`config.mk`:
```
export PLATFORM = sky130hd
export DESIGN_NAME = winograd_acc
export DESIGN_NICKNAME = d
export VERILOG_FILES = /design/src/rtl/winograd_pkg.sv /design/src/rtl/winograd_acc.sv
export SDC_FILE = /design/constraint.sdc
export NUM_CORES = 1
export LEC_CHECK = 0
export ABC_AREA = 0
export BUFFER_PORTS_ARGS = -buffer_cell sky130_fd_sc_hd__buf_4
export CELL_PAD_IN_SITES_DETAIL_PLACEMENT = 1
export CELL_PAD_IN_SITES_GLOBAL_PLACEMENT = 1
export CORE_MARGIN = 2
export CORE_UTILIZATION = 47
export DETAILED_ROUTE_END_ITERATION = 12
export PLACE_DENSITY = 0.95
export SETUP_SLACK_MARGIN = 0.2
export SKIP_CTS_REPAIR_TIMING = 1
export SYNTH_ARGS = -nofsm -noshare
export SYNTH_HDL_FRONTEND = slang
export SYNTH_SLANG_ARGS = --single-unit
```
`constraint.sdc`:
```
create_clock -name clk_i -period 10.7 [get_ports clk_i]
set_clock_uncertainty 0.15 [all_clocks]
set_input_delay 1.07 -clock clk_i [delete_from_list [all_inputs] [get_ports clk_i]]
set_output_delay 1.07 -clock clk_i [all_outputs]
set_load 0.05 [all_outputs]
```
`src/rtl/winograd_pkg.sv`:
```
// winograd_pkg: shared sizing helper and accumulator state type for the winograd array and its post-processing stage
package winograd_pkg;
    typedef enum logic {IDLE, ACCUM} acc_state_t;
    function automatic int out_size(input int in0, input int in1, input int arr);
        int m;
        m = (in0 > in1 ? in0 : in1) + 1;
        return 2 * m + 2 * ($clog2(((m + 2) / 3) * arr / 2) - 1);
    endfunction
endpackage

```
`src/rtl/winograd_acc.sv`:
```
// winograd_acc: sums the array's redundant partials, accumulates a programmable tile count,
// removes the correction term once and posts one signed result per vector over valid/ready
module winograd_acc
    import winograd_pkg::*;
#(
    parameter int IN_SIZE_0  = 4,
    parameter int IN_SIZE_1  = 8,
    parameter int ARRAY_SIZE = 8,
    parameter int ACC_SIZE   = 32,
    parameter int CNT_W      = 8,
    localparam int OUT_SIZE  = out_size(IN_SIZE_0, IN_SIZE_1, ARRAY_SIZE)
) (
    input  logic                clk_i,
    input  logic                rst_i,
    input  logic                start_i,
    input  logic [CNT_W-1:0]    len_i,
    input  logic [ACC_SIZE-1:0] corr_i,
    input  logic                in_valid_i,
    input  logic [OUT_SIZE-1:0] in_0_i,
    input  logic [OUT_SIZE-1:0] in_1_i,
    output logic                out_valid_o,
    input  logic                out_ready_i,
    output logic [ACC_SIZE-1:0] out_data_o,
    output logic                busy_o,
    output logic                overrun_o
);
    acc_state_t          r_state;
    logic [ACC_SIZE-1:0] r_acc, r_out_data;
    logic [CNT_W-1:0]    r_cnt;
    logic                r_out_valid, r_overrun;
    logic [ACC_SIZE-1:0] w_tile, w_neg_corr, w_post_data;
    logic                w_last, w_idle_start, w_idle_done, w_post;

    assign w_tile = {{(ACC_SIZE-OUT_SIZE){in_0_i[OUT_SIZE-1]}}, in_0_i}
                  + {{(ACC_SIZE-OUT_SIZE){in_1_i[OUT_SIZE-1]}}, in_1_i};
    assign w_neg_corr   = -corr_i;
    assign w_last       = r_state == ACCUM && in_valid_i && r_cnt == CNT_W'(1);
    assign w_idle_start = r_state == IDLE && start_i;
    // A vector that completes on its start cycle (len 0, or len 1 with its tile) never enters ACCUM
    assign w_idle_done  = w_idle_start && (len_i == '0 || (len_i == CNT_W'(1) && in_valid_i));
    assign w_post       = w_last || w_idle_done;
    assign w_post_data  = w_last ? r_acc + w_tile
                        : (len_i == '0 ? w_neg_corr : w_neg_corr + w_tile);

    always_ff @(posedge clk_i) begin
        if (rst_i) begin
            r_state     <= IDLE;
            r_acc       <= '0;
            r_cnt       <= '0;
            r_out_valid <= 1'b0;
            r_out_data  <= '0;
            r_overrun   <= 1'b0;
        end else begin
            if (w_idle_start && !w_idle_done) begin
                r_state <= ACCUM;
                r_acc   <= in_valid_i ? w_neg_corr + w_tile : w_neg_corr;
                r_cnt   <= len_i - CNT_W'(in_valid_i);
            end else if (w_last) begin
                r_state <= (start_i && len_i != '0) ? ACCUM : IDLE;
                r_acc   <= w_neg_corr;
                r_cnt   <= len_i;
            end else if (r_state == ACCUM && in_valid_i) begin
                r_acc <= r_acc + w_tile;
                r_cnt <= r_cnt - CNT_W'(1);
            end
            // A held, unaccepted result wins over a newly posted one
            if (w_post) begin
                if (r_out_valid && !out_ready_i) begin
                    r_overrun <= 1'b1;
                end else begin
                    r_out_valid <= 1'b1;
                    r_out_data  <= w_post_data;
                end
            end else if (out_ready_i) begin
                r_out_valid <= 1'b0;
            end
        end
    end

    assign out_valid_o = r_out_valid;
    assign out_data_o  = r_out_data;
    assign busy_o      = r_state == ACCUM;
    assign overrun_o   = r_overrun;
endmodule

```
### After elaboration in Yosys (flattened, before gate mapping)

Cells that the tools add are included.

| cells by class | value |
|---|---|
| shift operators | 0 |
| muxes and demuxes | 15 |
| bitwise logic cells | 2 |
| div/mod/pow operators | 0 |
| equal/unequal tests | 3 |
| $add $sub $neg | 6 |
| $lt $le $gt $ge | 0 |
| $mul | 0 |
| reduce and logical (&&, ||, !) cells | 20 |

Operators with widths:

| cell | count |
|---|---|
| two-way mux 32 bit | 6 |
| adder 32 bit | 2 |
| negation 32 bit | 1 |
| adder 24 x 24 -> 25 bit | 1 |
| two-way mux 8 bit | 3 |
| == test 8 x 1 -> 1 bit (second input constant) | 2 |
| logical AND 1 bit | 8 |
| zero test 8 bit | 1 |
| nonzero test 8 bit | 1 |
| subtractor 8 x 1 -> 8 bit | 1 |
| subtractor 8 x 1 -> 8 bit (second input constant) | 1 |
| two-way mux 1 bit | 6 |
| AND reduction 2 bit | 3 |
| nonzero test 2 bit | 2 |
| nonzero test 3 bit | 1 |
| zero test 1 bit | 2 |
| logical OR 1 bit | 2 |
| inequality test 2 bit (second input constant) | 1 |
| inverter 1 bit | 2 |

| storage, ports and cells | value |
|---|---|
| register bits | 75 |
| bits in writable memories | 0 |
| input port bits | 93 |
| memories | 0 |
| word-level logic and storage cells | 52 |
| output and inout port bits | 35 |
| bits in latches | 0 |
| ROM bits | 0 |

### Longest topological paths before layout

| depth | value |
|---|---|
| depth in word-level cells | 7 |
| mapped depth | 25 |
| gate-level depth less buffers | 24 |

### Worst setup path before layout

Ideal clock, no wire load.

| timing | value |
|---|---|
| path type | input port to flip-flop |
| from | in in_0_i[1] |
| to | reg r_out_data[31], in the netlist out_data_o[31] |
| buffers on the path | 0 |
| arrival | 5.679 ns |
| setup time | 0.122 ns |
| cell stages on the path | 21 |
| setup slack | 4.749 ns |
| data required time | 10.428 ns |
| path through | ha_1 > a21o_1 > a21oi_1 > o21bai_1 > a21o_1 > a2111oi_0 > o21ai_0 > nand2_1 > nor3_1 > a2111oi_0 > xnor2_1 > ha_1 > nand3_1 > or2_2 > a2111oi_0 > nor3_1 > a21oi_1 > o221a_2 > a31oi_1 > a41o_1 > a221o_1 |

| on the way | value |
|---|---|
| longest elaborated chain between the ends | 4 |
| elaborated cells on any way between the ends | 5 |
| those cells by class | 3 x add/sub; 2 x mux |

Ends and longest elaborated chain:

| item | RTL line | text |
|---|---|---|
| start: declaration | winograd_acc.sv:19 | `input logic [OUT_SIZE-1:0] in_0_i,` |
| adder 24 x 24 -> 25 bit (*) | winograd_acc.sv:35 | `+ {{(ACC_SIZE-OUT_SIZE){in_1_i[OUT_SIZE-1]}}, in_1_i};` |
| adder 32 bit | winograd_acc.sv:43 | `: (len_i == '0 ? w_neg_corr : w_neg_corr + w_tile);` |
| two-way mux 32 bit | winograd_acc.sv:43 |  |
| two-way mux 32 bit (*) | winograd_acc.sv:42 | `assign w_post_data = w_last ? r_acc + w_tile` |
| end signal: assignment | winograd_acc.sv:72 | `r_out_data <= w_post_data;` |
| end: declaration | winograd_acc.sv:28 | `logic [ACC_SIZE-1:0] r_acc, r_out_data;` |

Mark *: on every way between the ends. The rest lies on a longest branch, timed or not.
A chain may end at the register's enable or synchronous reset.

### Worst setup path in the final report

Same ends and word-level chain as after synthesis.

==> flow_summary.yaml <==
run_status:
  status: "complete, no violations"
setup_path:
  crit_start: "in_0_i[1]"
  cp_data_arrival_time_ns: 7.40
  crit_fanout: 6
  worstSetupPathType: "primary input to flip-flop"
  r2r_start: "busy_o"
  r2r_slack_ns: 6.13
  cp.required_ns: 10.79
  timing.rr.end: "out_data_o[28]"
  cp-start-kind: "primary input"
  rr_worst_depth: 12
  end_kind: "flip-flop"
synth:
  synth_area_um2: 9180
  yosysWarnings: 0
  synthSimpleGateAreaFrac: 0.219
  yosysTopAreaCell: "dfxtp_1"
  synth_nets: 1451
  synth_top_cell_area_share: 0.164
  synthArstFlopShare: 0
  ys_top_cells_by_count: "125 x nand2_1, 119 x a21oi_1, 119 x nor2_1"
  ys.flop_type: "dfxtp_1"
  ys_ff_latch: 75
  synth-compound-area-share: 0.327
  synth_cells: 1262
  synth_top_family_by_area: "compound AO/OA/AOI/OAI gates"
  synth-edff-count: 0
  synth_area_leaders: "dfxtp_1 16%, ha_1 13%, xnor2_1 6.8%, a21oi_1 6.5%, nand2_1 5.1%"
  synth_cell_types: 74
  seq_area_frac_synth: 0.164
  synthMuxAreaShare: 0.00900
  synthAdderAreaFrac: 0.133
  synth_xor_area_frac: 0.106
  yosysMostFrequentCell: "nand2_1"
  synth.avg_cell_area_um2: 7.27
power:
  p_leak_nw: 4.55
  clkPwrFrac: 0.213
  intPower_uw: 842
  power_mw: 1.57
  pwr-share-comb: 0.583
  power_density_nw_per_um2: 147
  switchingPower_uw: 724
  seq_power_share: 0.204
  switching_share: 0.462
  peakVddDrop_mv: 0.0621
clock_tree:
  tritoncts: "built"
  clk_latency_ns: 0.36
  cts_sinks: 75
  clockBufferDepth: 2
  path_clk_slew_ns: 0.06
  cts_inserted_buffers: 9
  cts_max_level: 3
  root_buffer: "clkbuf_16"
drt:
  wl_um: 38500
  first_iter_violations: 1109
  first_pass_iters: 6
  vias: 11034
  wl_per_cell_um: 23.8
  drc: 0
  antenna_left: 0
  viasPerCell: 6.82
floorplan:
  initial_core_util: 0.475
  fp.dieH_um: 144
  ios: 128
  die_w_um: 144
  die_area_um2: 20700
  core_um2: 19300
  rows: 51
placement:
  place_congestion: 1.00
  io_buffers: 127
  dpl.hpwl_um: 28300
global_route:
  antenna_found_initial: 2
  grt_pass1_vias: 11051
  grt.total_usage: 0.366
  grt_pass1_wl_um: 59200
  grt_max_degree: 67
  grt.overflow.total: 0
timing:
  final-hold-violation-count: 0
  finalSetupTns_ns: 0
  rsz0062_at_grt: "false"
  fin_crit_sh: 0.683
  min_period_ns: 7.31
  fmax_mhz: 137
  drv_slew: 0
  max_slew.worst_pin.slew_ns: 1.31
  slew_headroom: 0.123
  setup_viol: 0
cells_and_area:
  seqCellArea_um2: 1500
  final_nets: 1537
  multiInputGateArea_um2: 7300
  diodes: 0
  nFillCells: 2475
  drive_gt1_frac: 0.135
  synthToLayoutAreaGrowth_pct: 15.8
worst_hold_path:
  min-delay-start: "out_data_o[0]"
  hold_end: "out_data_o[0]"
  whs_path_depth: 2
  hold_path.class: "flip-flop to flip-flop"
job:
  maxCapViolations: 0
-- kinds of logic after synthesis --
logic type               Yosys count
AO/OA/AOI/OAI                    453
adder cells (fa/ha/maj)           96
XOR/XNOR                         111
flip-flops                        75
buffers and inverters            105
AND/OR/NAND/NOR                  414
multiplexers                       8
-- state kept, by name, indices dropped and copies added, names as in the netlist --
name,flops
busy_o,1
out_valid_o,1
out_data_o,32
overrun_o,1
r_acc,32
r_cnt,8
-- power by group through the flow --
stage	registers, mW	clock network [mW]	logic, mW
final	0.319	0.333	0.913
after global routing	0.320	0.339	0.987
after CTS	0.318	0.330	0.886
after detailed placement	0.324	0	0.869
after global placement	0.322	0	0.830
after floorplan	0.324	0	0.630
-- cell type report --
| cell class | instances | share of cell area |
|---|---|---|
| sequential | 75 | 0.141 |
| inverter | 44 | 0.0155 |
| clock buffer | 12 | 0.0241 |
| timing repair buffer | 136 | 0.0961 |
| tap | 265 | 0.0312 |
| clock inverter | 4 | 0.00459 |
| multi-input combinational | 1082 | 0.687 |
-- per-stage QoR --
stage	instances	util	hold WS (ns)	cell area [um2]	setup WS (ns)
final	1618	0.550	0.305	10600	3.39
after global routing	1618	0.550	0.331	10600	3.11
after CTS	1618	0.550	0.309	10600	3.61
after detailed placement	1602	0.534	0.300	10300	3.28
after global placement	1602	0.534	0.294	10300	3.59
after floorplan	1262	-	0.323	9180	4.75
-- worst max-delay path by stage --
| stage | cells after the start | to | slack (ns) |
|---|---|---|---|
| floorplan | 21 | out_data_o[31] | 4.75 |
| global placement | 22 | out_data_o[31] | 3.59 |
| detailed placement | 22 | out_data_o[31] | 3.28 |
| CTS | 22 | out_data_o[31] | 3.61 |
| global route | 22 | out_data_o[31] | 3.11 |
| finish | 22 | out_data_o[31] | 3.39 |
-- layer usage --
metal	track usage	vias up	part of all wire
li1	-	4898	-
met1	0.445	5323	0.40
met2	0.602	625	0.45
met3	0.0713	184	0.091
met4	0.209	4	0.058
met5	0	-	0.00075
-- cells in the final DEF (no fill, tap or decap), drive strengths merged, types with 35 or more instances in the layout --
| master | Yosys | layout |
|---|---|---|
| ha | 93 | 93 |
| a21o | 36 | 36 |
| nor2 | 119 | 119 |
| dfxtp | 75 | 75 |
| buf | 0 | 136 |
| a21oi | 119 | 119 |
| a211oi | 35 | 35 |
| nand2 | 125 | 125 |
| o21ai | 84 | 84 |
| inv | 44 | 44 |
| xor2 | 40 | 40 |
| xnor2 | 71 | 71 |
-- critical path: stages --
cell and delay (ns):
buf_4 0.11, ha_1 0.28, a21o_1 0.18, a21oi_1 0.23, o21bai_1 0.09, a21o_1 0.27
a2111oi_0 0.76, o21ai_0 0.29, nand2_1 0.17, nor3_1 0.06, a2111oi_0 0.51, xnor2_1 0.25
ha_1 0.46, nand3_1 0.12, or2_2 0.32, a2111oi_0 0.78, nor3_1 0.20, a21oi_1 0.30
o221a_2 0.28, a31oi_1 0.13, a41o_1 0.28, a221o_1 0.26
(Power assumes the default switching activity.)
